## src/rtl/mfp_ahb_io_master_pkg.sv

```systemverilog
// Shared AHB-Lite encodings, FSM state codes and the latched command record
// used by the single-outstanding AHB-Lite I/O master.
package mfp_ahb_io_master_pkg;

    localparam logic [1:0] HTRANS_IDLE   = 2'b00;
    localparam logic [1:0] HTRANS_NONSEQ = 2'b10;
    localparam logic [2:0] HSIZE_WORD    = 3'b010;
    localparam logic [2:0] HBURST_SINGLE = 3'b000;

    localparam logic [1:0] ST_IDLE = 2'd0;
    localparam logic [1:0] ST_ADDR = 2'd1;
    localparam logic [1:0] ST_DATA = 2'd2;
    localparam logic [1:0] ST_RESP = 2'd3;

    typedef struct packed {
        logic        write;
        logic [31:0] wdata;
    } cmd_t;

    function automatic logic is_aligned(input logic [1:0] addr_lsb);
        return addr_lsb == 2'b00;
    endfunction

endpackage

```

## src/rtl/mfp_ahb_io_master_if.sv

```systemverilog
// Command, response and AHB-Lite manager signals of the I/O master, with the
// master (block) and slave (environment) views.
interface mfp_ahb_io_master_if;

    // cmd and rsp are valid/ready: a beat transfers on a rising edge where both
    // are 1; the sender holds valid and its payload stable until that edge.
    logic        cmd_valid;
    logic        cmd_ready;
    logic        cmd_write;
    logic [31:0] cmd_addr;
    logic [31:0] cmd_wdata;

    logic        rsp_valid;
    logic        rsp_ready;
    logic [31:0] rsp_rdata;
    logic        rsp_err;
    logic        rsp_timeout;

    logic [31:0] HADDR;
    logic [1:0]  HTRANS;
    logic        HWRITE;
    logic [2:0]  HSIZE;
    logic [2:0]  HBURST;
    logic [31:0] HWDATA;
    logic [31:0] HRDATA;
    logic        HREADY;
    logic        HRESP;

    modport master (
        input  cmd_valid, cmd_write, cmd_addr, cmd_wdata, rsp_ready,
        input  HRDATA, HREADY, HRESP,
        output cmd_ready, rsp_valid, rsp_rdata, rsp_err, rsp_timeout,
        output HADDR, HTRANS, HWRITE, HSIZE, HBURST, HWDATA
    );

    modport slave (
        output cmd_valid, cmd_write, cmd_addr, cmd_wdata, rsp_ready,
        output HRDATA, HREADY, HRESP,
        input  cmd_ready, rsp_valid, rsp_rdata, rsp_err, rsp_timeout,
        input  HADDR, HTRANS, HWRITE, HSIZE, HBURST, HWDATA
    );

endinterface

```

## src/rtl/mfp_ahb_master_timeout.sv

```systemverilog
// Consecutive wait-state counter; expired fires on the wait cycle that
// brings the run of HREADY=0 cycles up to TIMEOUT_CYCLES.
module mfp_ahb_master_timeout #(
    parameter int unsigned TIMEOUT_CYCLES = 255
) (
    input  logic HCLK,
    input  logic HRESET,
    input  logic wait_cycle,
    input  logic clear,
    output logic expired
);

    localparam int unsigned CW = $clog2(TIMEOUT_CYCLES + 1);

    logic [CW-1:0] count;

    assign expired = wait_cycle && (count == CW'(TIMEOUT_CYCLES - 1));

    always_ff @(posedge HCLK) begin
        if (HRESET || clear || expired) begin
            count <= '0;
        end else if (wait_cycle) begin
            count <= count + CW'(1);
        end
    end

endmodule

```

## src/rtl/mfp_ahb_io_master.sv

```systemverilog
// Single-outstanding AHB-Lite I/O master: one word transfer per command.
// Define MFP_AHB_MASTER_TIMEOUT_EN to bound wait states at TIMEOUT_CYCLES.
module mfp_ahb_io_master
    import mfp_ahb_io_master_pkg::*;
#(
    parameter int unsigned TIMEOUT_CYCLES = 255
) (
    input  logic                       HCLK,
    input  logic                       HRESET,
    mfp_ahb_io_master_if.master        bus,
    output logic [1:0]                 state_dbg
);

    logic [1:0] state;
    cmd_t       cmd_q;
    logic       timed_out;

    assign bus.cmd_ready = (state == ST_IDLE);
    assign state_dbg     = state;

`ifdef MFP_AHB_MASTER_TIMEOUT_EN
    logic wait_cycle;
    logic phase_done;
    logic rsp_timeout_q;

    assign wait_cycle = ((state == ST_ADDR) || (state == ST_DATA)) && !bus.HREADY;
    assign phase_done = ((state == ST_ADDR) || (state == ST_DATA)) && bus.HREADY;

    mfp_ahb_master_timeout #(
        .TIMEOUT_CYCLES(TIMEOUT_CYCLES)
    ) u_timeout (
        .HCLK       (HCLK),
        .HRESET     (HRESET),
        .wait_cycle (wait_cycle),
        .clear      (phase_done),
        .expired    (timed_out)
    );

    always_ff @(posedge HCLK) begin
        if (HRESET) begin
            rsp_timeout_q <= 1'b0;
        end else if ((state == ST_IDLE) && bus.cmd_valid) begin
            rsp_timeout_q <= 1'b0;
        end else if (timed_out) begin
            rsp_timeout_q <= 1'b1;
        end
    end

    assign bus.rsp_timeout = rsp_timeout_q;
`else
    assign timed_out       = 1'b0;
    assign bus.rsp_timeout = 1'b0;
`endif

    always_ff @(posedge HCLK) begin
        if (HRESET) begin
            state         <= ST_IDLE;
            cmd_q         <= '0;
            bus.HADDR     <= '0;
            bus.HTRANS    <= HTRANS_IDLE;
            bus.HWRITE    <= 1'b0;
            bus.HWDATA    <= '0;
            bus.HSIZE     <= HSIZE_WORD;
            bus.HBURST    <= HBURST_SINGLE;
            bus.rsp_valid <= 1'b0;
            bus.rsp_rdata <= '0;
            bus.rsp_err   <= 1'b0;
        end else begin
            case (state)
                ST_IDLE: begin
                    if (bus.cmd_valid) begin
                        cmd_q <= '{write: bus.cmd_write, wdata: bus.cmd_wdata};
                        if (is_aligned(bus.cmd_addr[1:0])) begin
                            state      <= ST_ADDR;
                            bus.HTRANS <= HTRANS_NONSEQ;
                            bus.HADDR  <= bus.cmd_addr;
                            bus.HWRITE <= bus.cmd_write;
                        end else begin
                            // Misaligned: answer with an error, the bus never sees it.
                            state         <= ST_RESP;
                            bus.rsp_valid <= 1'b1;
                            bus.rsp_err   <= 1'b1;
                            bus.rsp_rdata <= '0;
                        end
                    end
                end
                ST_ADDR: begin
                    if (timed_out) begin
                        state         <= ST_RESP;
                        bus.HTRANS    <= HTRANS_IDLE;
                        bus.rsp_valid <= 1'b1;
                        bus.rsp_err   <= 1'b1;
                        bus.rsp_rdata <= '0;
                    end else if (bus.HREADY) begin
                        state      <= ST_DATA;
                        bus.HTRANS <= HTRANS_IDLE;
                        bus.HWDATA <= cmd_q.write ? cmd_q.wdata : 32'h0;
                    end
                end
                ST_DATA: begin
                    if (timed_out) begin
                        state         <= ST_RESP;
                        bus.rsp_valid <= 1'b1;
                        bus.rsp_err   <= 1'b1;
                        bus.rsp_rdata <= '0;
                    end else if (bus.HREADY) begin
                        state         <= ST_RESP;
                        bus.rsp_valid <= 1'b1;
                        bus.rsp_err   <= bus.HRESP;
                        bus.rsp_rdata <= (!cmd_q.write && !bus.HRESP) ? bus.HRDATA : 32'h0;
                    end
                end
                ST_RESP: begin
                    if (bus.rsp_ready) begin
                        state         <= ST_IDLE;
                        bus.rsp_valid <= 1'b0;
                    end
                end
                default: state <= ST_IDLE;
            endcase
        end
    end

endmodule

```

## src/flat_wrapper.sv

```systemverilog
// flat-port wrapper written by rule: the top's interface ports become plain ports
module mfp_ahb_io_master_flat import mfp_ahb_io_master_pkg::*;
#(
    parameter int unsigned TIMEOUT_CYCLES = 255
)
  (HCLK, HRESET, state_dbg, bus_cmd_valid, bus_cmd_write, bus_cmd_addr, bus_cmd_wdata, bus_rsp_ready, bus_HRDATA, bus_HREADY, bus_HRESP, bus_cmd_ready, bus_rsp_valid, bus_rsp_rdata, bus_rsp_err, bus_rsp_timeout, bus_HADDR, bus_HTRANS, bus_HWRITE, bus_HSIZE, bus_HBURST, bus_HWDATA);
  mfp_ahb_io_master_if bus_i ();
  input  logic HCLK;
  input  logic HRESET;
  output logic [1:0] state_dbg;
  input wire logic [$bits(bus_i.cmd_valid)-1:0] bus_cmd_valid;
  input wire logic [$bits(bus_i.cmd_write)-1:0] bus_cmd_write;
  input wire logic [$bits(bus_i.cmd_addr)-1:0] bus_cmd_addr;
  input wire logic [$bits(bus_i.cmd_wdata)-1:0] bus_cmd_wdata;
  input wire logic [$bits(bus_i.rsp_ready)-1:0] bus_rsp_ready;
  input wire logic [$bits(bus_i.HRDATA)-1:0] bus_HRDATA;
  input wire logic [$bits(bus_i.HREADY)-1:0] bus_HREADY;
  input wire logic [$bits(bus_i.HRESP)-1:0] bus_HRESP;
  output wire logic [$bits(bus_i.cmd_ready)-1:0] bus_cmd_ready;
  output wire logic [$bits(bus_i.rsp_valid)-1:0] bus_rsp_valid;
  output wire logic [$bits(bus_i.rsp_rdata)-1:0] bus_rsp_rdata;
  output wire logic [$bits(bus_i.rsp_err)-1:0] bus_rsp_err;
  output wire logic [$bits(bus_i.rsp_timeout)-1:0] bus_rsp_timeout;
  output wire logic [$bits(bus_i.HADDR)-1:0] bus_HADDR;
  output wire logic [$bits(bus_i.HTRANS)-1:0] bus_HTRANS;
  output wire logic [$bits(bus_i.HWRITE)-1:0] bus_HWRITE;
  output wire logic [$bits(bus_i.HSIZE)-1:0] bus_HSIZE;
  output wire logic [$bits(bus_i.HBURST)-1:0] bus_HBURST;
  output wire logic [$bits(bus_i.HWDATA)-1:0] bus_HWDATA;
  assign bus_i.cmd_valid = bus_cmd_valid;
  assign bus_i.cmd_write = bus_cmd_write;
  assign bus_i.cmd_addr = bus_cmd_addr;
  assign bus_i.cmd_wdata = bus_cmd_wdata;
  assign bus_i.rsp_ready = bus_rsp_ready;
  assign bus_i.HRDATA = bus_HRDATA;
  assign bus_i.HREADY = bus_HREADY;
  assign bus_i.HRESP = bus_HRESP;
  assign bus_cmd_ready = bus_i.cmd_ready;
  assign bus_rsp_valid = bus_i.rsp_valid;
  assign bus_rsp_rdata = bus_i.rsp_rdata;
  assign bus_rsp_err = bus_i.rsp_err;
  assign bus_rsp_timeout = bus_i.rsp_timeout;
  assign bus_HADDR = bus_i.HADDR;
  assign bus_HTRANS = bus_i.HTRANS;
  assign bus_HWRITE = bus_i.HWRITE;
  assign bus_HSIZE = bus_i.HSIZE;
  assign bus_HBURST = bus_i.HBURST;
  assign bus_HWDATA = bus_i.HWDATA;
  mfp_ahb_io_master #(.TIMEOUT_CYCLES(TIMEOUT_CYCLES)) u_core (.HCLK(HCLK), .HRESET(HRESET), .bus(bus_i), .state_dbg(state_dbg));
endmodule
```

## config.mk

```make
export PLATFORM = sky130hd
export DESIGN_NAME = mfp_ahb_io_master_flat
export DESIGN_NICKNAME = d
export VERILOG_FILES = /design/src/rtl/mfp_ahb_io_master_pkg.sv /design/src/rtl/mfp_ahb_io_master_if.sv /design/src/rtl/mfp_ahb_master_timeout.sv /design/src/rtl/mfp_ahb_io_master.sv /design/src/flat_wrapper.sv
export SDC_FILE = /design/constraint.sdc
export NUM_CORES = 1
export LEC_CHECK = 0
export BUFFER_PORTS_ARGS = -buffer_cell sky130_fd_sc_hd__buf_4
export CAP_MARGIN = 15
export CORE_UTILIZATION = 40
export DETAILED_ROUTE_END_ITERATION = 6
export PLACE_DENSITY = 0.79
export SETUP_SLACK_MARGIN = 0.15
export SLEW_MARGIN = 40
export SYNTH_ARGS = -nofsm -noshare
export SYNTH_HDL_FRONTEND = slang
export SYNTH_HIERARCHICAL = 1
export SYNTH_SLANG_ARGS = --single-unit
```

## constraint.sdc

```tcl
create_clock -name HCLK -period 4.95 [get_ports HCLK]
set_input_delay 0.99 -clock HCLK [delete_from_list [all_inputs] [get_ports HCLK]]
set_output_delay 0.99 -clock HCLK [all_outputs]
set_load 0.01 [all_outputs]
```

==> results summary, run 1 <==
The average wire per cell in the routed design came out at 13.8 um. TritonCTS built the clock tree. The number of buffers inserted to repair setup after CTS came out at 0. At the end of the flow the core is filled with cells to 0.591.

The run finished with clean final reports. The sequential fraction of the synthesis area is 0.532. The number of buffers on the longest clock path came out at 2. The total grt overflow is 0. The layout filler cell count is 1,129.

The most used flip-flop cell after synthesis is sky130_fd_sc_hd__dfxtp_1. The count of TritonRoute iterations in the first routing pass came out at 4. The core region area came out at 12,200 um2. The layout overhead on the synthesized area is 41.9%. The count of input and output buffers came out at 205. The largest single stage delay on the critical path is 0.37 ns. The number of hold-slack violations in the final timing report came out at 0. The final critical path time including I/O delays and setup is 2.44 ns. The design draws 3260 uW. The post-detailed-routing wire length is 13,600 um. The non-filler instance count after layout is 987.

In this run the critical register-to-register path is captured at u_core/bus.HADDR[0]. Hold repair after CTS inserted 0 buffers. The path class of the lowest-slack min-delay path is flip-flop to flip-flop.

The cell sitting at the root of the clock tree is a sky130_fd_sc_hd__clkbuf_16. The I/O pin count came out at 214. The die area is 13,200 um2. The critical path goes through inv_1 > ha_1 > buf_4. The transition time at the pin with the least slew margin came out at 0.648 ns. Counting the buffers created by CTS gives 17. The netlist area before placement is 5080 um2.

The number of instances in the synthesized netlist is 622. The count of endpoints failing setup in the final report is 0. The post-detailed-placement half-perimeter wirelength is 9030 um.

After synthesis the netlist holds a flip-flop and latch count of 135. The power density over cell area is 451 nW/um2. The number of pins with negative max-slew slack in the final report came out at 0. The data arrival time of the worst path came out at 1.45 ns. The proportion of register bits with asynchronous set or reset after synthesis is 0. The number of different library cells in the post-synthesis netlist is 33. The worst max-slew margin expressed relative to the limit came out at 0.568.

The number of warnings reported in the yosys synthesis log came out at 6. The most critical setup path has its startpoint at u_core/state_dbg[1]. The detail route stage leaves a number of antenna-violating nets equal to 0.

The highest clock frequency the design can meet is 409 MHz. The vertical die dimension came out at 115 um. The worst register-to-register path begins at u_core/state_dbg[1]. The register area came out at 2700 um2. In this run the static leakage power is 0.00299 uW.

The clock insertion delay at the later pin of the skew report came out at 0.42 ns. The worst setup path is launched from a flip-flop. The setup slack of the most critical reg-to-reg path is 2.65 ns. Once placement completed, the tool counted placed cells totaling 956. The CTS clock-pin slew for the worst setup and hold paths came out at 0.06 ns. The most critical setup path has its endpoint at bus_cmd_ready. The overall track demand over capacity in global routing came out at 0.209. The initial antenna violation count came out at 0.

The first global-routing pass estimated 20,900 um of wire. The number of nets in the layout is 915. The highest-delay cell along the critical path is sky130_fd_sc_hd__ha_1. The weighted congestion at the end of routability-driven global placement is 0.748. The ratio of routed vias to standard cells came out at 4.87. IR analysis of the VDD net gives a maximum drop of 0.277 mV. Entering global routing, the biggest net connects 65 pins. Counting flops with a built-in enable in the synthesized netlist gives 0.

Of the cells placed in the final design, the portion with a size suffix greater than 1 is 0.325. On the final layout, the worst clock skew is 0.00553 ns. The number of gates resized after CTS is 0. The effective utilization at floorplan is 0.416. The critical-path maximum fanout came out at 8. The depth of the most critical reg-to-reg path came out at 6. The H-tree depth is 4. The area of the multi-input gates came out at 2090 um2. The final route contains 4,811 vias. Setup repair after global routing left no endpoint under its margin. A synthesized cell averages 8.17 um2.

The DRC violation total after the first TritonRoute iteration is 357. STA puts the critical path data required time at 3.96 ns. CTS saw 135 sinks. The number of inserted diodes came out at 0.

STA classifies the critical path endpoint as an output port. Adding up every negative setup slack in the final design gives 0 ns. The number of global-route vias before repair came out at 4,371. The post-route DRC violation count came out at 0. The fraction of the cycle the final worst path needs came out at 0.493. The worst setup path is of the flip-flop to output port kind. The width of the chip came out at 115 um. The tool flagged a number of max-cap violations equal to 0. The initialized floorplan defines 40 standard-cell rows.
-- cells by family after synthesis --
| logic type | share of synthesized area |
|---|---|
| simple gates | 0.240 |
| compound gates | 0.149 |
| flops | 0.532 |
| buf+inv | 0.0652 |
| fa+ha+maj | 0.0123 |
| other cells | 0.00148 |
-- state kept, by name, indices dropped and copies added, names as in the netlist --
| signal | flops |
|---|---|
| u_core/bus.HTRANS | 1 |
| u_core/cmd_q | 33 |
| u_core/bus.HWDATA | 32 |
| u_core/bus.HADDR | 32 |
| u_core/bus.rsp_err | 1 |
| u_core/bus.HWRITE | 1 |
| u_core/state_dbg | 2 |
| u_core/bus.rsp_valid | 1 |
| u_core/bus.rsp_rdata | 32 |
-- layout make-up --
| type | instances | share of cell area |
|---|---|---|
| Sequential cell | 135 | 0.375 |
| Multi-Input combinational cell | 432 | 0.289 |
| Timing Repair Buffer | 217 | 0.227 |
| Clock buffer | 23 | 0.0677 |
| Tap cell | 168 | 0.0291 |
| Clock inverter | 8 | 0.0101 |
| Inverter | 4 | 0.00208 |
-- cell usage after synthesis, drive strengths merged, types with 2 or more instances --
| library cell | count | area (um2) |
|---|---|---|
| o21ai | 33 | 195 |
| clkbuf | 23 | 88.8 |
| a21oi | 101 | 505 |
| nand3 | 64 | 360 |
| nor2 | 5 | 18.8 |
| conb | 2 | 7.51 |
| ha | 5 | 62.6 |
| dfxtp | 135 | 2700 |
| buf | 34 | 228 |
| inv | 3 | 11.3 |
| and2 | 2 | 12.5 |
| a211oi | 2 | 20.0 |
| nor3 | 4 | 25.0 |
| nand3b | 2 | 15.0 |
| nand2 | 197 | 739 |
| and3 | 2 | 12.5 |
-- cell usage in the layout, fill, tap and decap left out, types with 2 or more instances in the layout --
master,Yosys,routed
sky130_fd_sc_hd__o21ai_1,21,21
sky130_fd_sc_hd__inv_1,3,3
sky130_fd_sc_hd__and2_1,2,2
sky130_fd_sc_hd__nand2_1,197,196
sky130_fd_sc_hd__buf_6,5,2
sky130_fd_sc_hd__clkbuf_1,21,2
sky130_fd_sc_hd__conb_1,2,8
sky130_fd_sc_hd__a21oi_1,101,101
sky130_fd_sc_hd__clkbuf_8,0,4
sky130_fd_sc_hd__clkbuf_16,0,17
sky130_fd_sc_hd__dfxtp_1,135,135
sky130_fd_sc_hd__nand3_2,8,8
sky130_fd_sc_hd__clkinv_2,0,5
sky130_fd_sc_hd__nor3_1,3,3
sky130_fd_sc_hd__o21ai_0,4,4
sky130_fd_sc_hd__nor2_1,5,5
sky130_fd_sc_hd__ha_1,5,5
sky130_fd_sc_hd__nand3_1,56,56
sky130_fd_sc_hd__buf_4,12,215
sky130_fd_sc_hd__nand3b_1,2,2
sky130_fd_sc_hd__and3_1,2,2
sky130_fd_sc_hd__clkinv_4,0,2
sky130_fd_sc_hd__o21ai_2,8,8
-- stage by stage --
| step | worst slack (ns) | hold WS [ns] | area [um2] |
|---|---|---|---|
| 6_report | 2.51 | 0.448 | 7210 |
| 5_1_grt | 2.40 | 0.466 | 7210 |
| 4_1_cts | 2.49 | 0.450 | 7210 |
| 3_5_place_dp | 2.36 | 0.443 | 6650 |
| 3_3_place_gp | 1.96 | 0.436 | 6620 |
| 2_1_floorplan | 3.09 | 0.437 | 5100 |
-- critical path: cells and delay by family, from the launching register on --
family / cells / cell delay [ns]
buffers and inverters: 2 / 0.32
adders and majority gates: 1 / 0.37
DFF: 1 / 0.35
-- power breakdown --
part	internal, uW	total, uW	switching, uW
clock network	737	1190	450
logic	287	828	541
registers	1190	1240	54.6
total	2210	3260	1050
-- per-layer routing --
metal | global-route usage | vias to the layer above | part of all wire
met5 | 0 | - | 0
met4 | 0.0805 | 0 | 0.013
met3 | 0.0836 | 13 | 0.081
met2 | 0.368 | 166 | 0.49
met1 | 0.224 | 2218 | 0.42
li1 | - | 2414 | -
-- how the worst min path moves through the flow --
stage	from	endpoint	cells past startpoint
after floorplan	u_core/cmd_q[31]	u_core/cmd_q[31]	2
after global placement	u_core/bus.rsp_rdata[9]	u_core/bus.rsp_rdata[9]	2
after detailed placement	u_core/bus.rsp_rdata[2]	u_core/bus.rsp_rdata[2]	2
after CTS	u_core/bus.rsp_rdata[2]	u_core/bus.rsp_rdata[2]	2
after global routing	u_core/cmd_q[10]	u_core/cmd_q[10]	2
final	u_core/bus.HWDATA[24]	u_core/bus.HWDATA[24]	2
Power figures use the tool's default switching activity.
==> run 2: changes to the inputs <==
==> constraint.sdc (replaced) <==
create_clock -name HCLK -period 2.5 [get_ports HCLK]
set_input_delay 0.5 -clock HCLK [delete_from_list [all_inputs] [get_ports HCLK]]
set_output_delay 0.5 -clock HCLK [all_outputs]
set_load 0.01 [all_outputs]
==> run 2 against run 1 <==
- count of clock-buffer cells in the layout fell by 2
- sequential cell count did not move
- hold slack worse by 0.15 ns
- critical path type unchanged
- critical endpoint unchanged
- largest power group is now the clock network
==> results summary, run 2 (synthesis gave the netlist of run 1 again) <==
The data arrival time of the worst path came out at 1.45 ns (about the same). The post-route DRC violation count came out at 0 (unchanged). The critical-path maximum fanout is 8 (unchanged). The H-tree depth is 4 (unchanged). The count of TritonRoute iterations in the first routing pass is 4 (unchanged).

The count of input and output buffers came out at 205 (unchanged). The core region area is 12,200 um2 (unchanged). The width of the chip is 115 um (unchanged). The path class of the lowest-slack min-delay path is input port to flip-flop (was flip-flop to flip-flop).

The type of element launching the critical path is a flip-flop (unchanged). The cell chosen for the clock root was sky130_fd_sc_hd__clkbuf_16 (unchanged). The pin count of the biggest net entering global routing is 102 (was 65). The layout overhead on the synthesized area came out at 43.6% (was 41.9%). The startpoint of the worst-slack reg-to-reg timing path is u_core/state_dbg[0] (was u_core/state_dbg[1]). The required time reported for the critical path endpoint is 2.00 ns (was 3.96 ns). Result of the run: finished, final reports clean (unchanged). The flip-flop count of the largest register, all copies and words added came out at 33 (unchanged).

The placed instance area came out at 6660 um2 (was 6650 um2). The remaining antenna violation count is 0 (unchanged). The CTS clock-pin slew for the worst setup and hold paths came out at 0.06 ns (about the same). The category of the worst setup path capture point is an output port (unchanged). The highest clock frequency the design can meet came out at 513 MHz. The setup slack of the most critical reg-to-reg path is 0.63 ns (was 2.65 ns).

The number of violations of the max-capacitance limit came out at 0 (unchanged). Crit-path cells: inv_1 > ha_1 > buf_4 (unchanged). The total power consumption of the routed design came to 6800 uW (was 3260 uW). The count of endpoints failing setup in the final report came out at 0 (unchanged). The number of hold-slack violations in the final timing report came to 0 (unchanged). The power density over cell area is 932 nW/um2 (was 451 nW/um2). In the finished design, the share of the clock period the worst path needs comes to 0.780.

The number of inserted diodes was 0 (unchanged). The DRC violation total after the first TritonRoute iteration is 363 (was 357). The number of gates resized after CTS came out at 0 (unchanged).

The initial antenna violation count is 0 (unchanged). The TritonCTS clock tree is done (unchanged). The effective utilization at floorplan is 0.416 (unchanged).

Counting I/O delays and the setup requirement, the final critical path takes 1.95 ns. The post-detailed-routing wire length is 13,700 um (was 13,600 um). The die area is 13,200 um2 (unchanged).

The total vias in the final route came out at 4,771 (was 4,811). The delay contributed by the slowest stage of the critical path is 0.37 ns (about the same). The number of pins with negative max-slew slack in the final report was 0 (unchanged). The number of buffers on the longest clock path came out at 2 (unchanged). The register with the highest flop count is u_core/cmd_q (unchanged). The clock sink count came out at 135 (unchanged).

The leakage component of the power is 0.00301 uW (was 0.00299 uW). The I/O pin count is 214 (unchanged). The CTS buffer count was 17 (unchanged). The post-detailed-placement half-perimeter wirelength is 8810 um (was 9030 um). RSZ-0062 raised after global routing: false (unchanged). The sum of negative setup slack came out at 0 ns (unchanged). The number of hold buffers added after CTS is 0 (unchanged). The clock insertion delay at the later pin of the skew report is 0.41 ns (was 0.42 ns). The highest-delay cell along the critical path is sky130_fd_sc_hd__ha_1 (unchanged). The number of global-route vias before repair is 4,418 (was 4,371). The start point of the worst hold path is bus_HRDATA[19] (was u_core/bus.HWDATA[24]). The hold path endpoint is u_core/bus.rsp_rdata[19] (was u_core/bus.HWDATA[24]). The overall track demand over capacity in global routing was 0.206 (was 0.209). The total instance count after detailed placement came out at 955 (was 956).

The ratio of routed vias to standard cells came out at 4.83 (was 4.87). The non-filler instance count after layout came out at 987 (unchanged). The cell depth of the worst min-delay path came out at 3 (was 2). The number of buffers inserted to repair setup after CTS came out at 0 (unchanged). The first-pass GRT wire length is 21,200 um (was 20,900 um). The reg-to-reg endpoint was u_core/bus.rsp_rdata[12] (was u_core/bus.HADDR[0]). The weighted congestion at the end of routability-driven global placement is 0.751 (was 0.748).

The number of nets in the layout came to 914 (was 915). The average wire per cell in the routed design came out at 13.8 um (about the same). Top library cells by usage in the layout, fill and taps aside: sky130_fd_sc_hd__buf_4, sky130_fd_sc_hd__nand2_1, sky130_fd_sc_hd__dfxtp_1 (unchanged). The share of cells above drive strength 1 is 0.325 (unchanged).

The most common cell after layout, fill and taps aside is sky130_fd_sc_hd__buf_4 (unchanged). The maximum VDD drop came to 0.491 mV (was 0.277 mV). The worst clock skew on the final layout is 0.00578 ns (was 0.00553 ns).

The total grt overflow is 0 (unchanged). The vertical die dimension is 115 um (unchanged). The final design instance area without fill is 7300 um2 (was 7210 um2). The layout filler cell count came out at 1,156 (was 1,129). The number of placement rows is 40 (unchanged).

The worst setup path category is flip-flop to output port (unchanged). The final cell utilization of the core came out at 0.598 (was 0.591). The depth of the most critical reg-to-reg path came out at 7 (was 6).
run 2: cell type report:
cell class,count,area (um2),area share
Clock buffer,21,470,0.0644
Clock inverter,11,170,0.0233
Inverter,4,15.0,0.00206
Multi-Input combinational cell,432,2080,0.286
Sequential cell,135,2700,0.370
Tap cell,168,210,0.0288
Timing Repair Buffer,216,1650,0.226
run 2: layer usage:
layer	GRT usage	up-vias	routed length (um)
li1	-	2418	-
met1	0.228	2189	5640
met2	0.362	151	6780
met3	0.0799	13	1100
met4	0.0710	0	149
met5	0	-	0
run 2: critical path: cells and delay by family (launching register included):
kind / cells / cell delay (ns)
flops: 1 / 0.33
buf+inv: 2 / 0.33
fa+ha+maj: 1 / 0.37
run 2: per-stage QoR:
| step | setup WS, ns | hold WS (ns) |
|---|---|---|
| floorplan | 0.791 | 0.437 |
| global placement | 0.733 | 0.436 |
| detailed placement | 0.689 | 0.443 |
| CTS | 0.536 | 0.273 |
| global route | 0.477 | 0.288 |
| finish | 0.550 | 0.299 |
run 2: worst max-delay path by stage:
stage	startpoint	cells after the start	slack, ns	end
2_1_floorplan	u_core/state_dbg[0]	9	0.79	u_core/bus.HADDR[23]
3_3_place_gp	u_core/state_dbg[0]	7	0.73	u_core/bus.rsp_err
3_5_place_dp	u_core/state_dbg[0]	7	0.69	u_core/bus.rsp_err
4_1_cts	u_core/state_dbg[1]	3	0.54	bus_cmd_ready
5_1_grt	u_core/state_dbg[0]	7	0.48	u_core/bus.rsp_rdata[9]
6_report	u_core/state_dbg[0]	3	0.55	bus_cmd_ready
run 2: where the power goes:
part	total, uW	switching [uW]	internal (uW)
sequential	2450	106	2350
clock	2690	937	1750
combinational	1670	1080	588
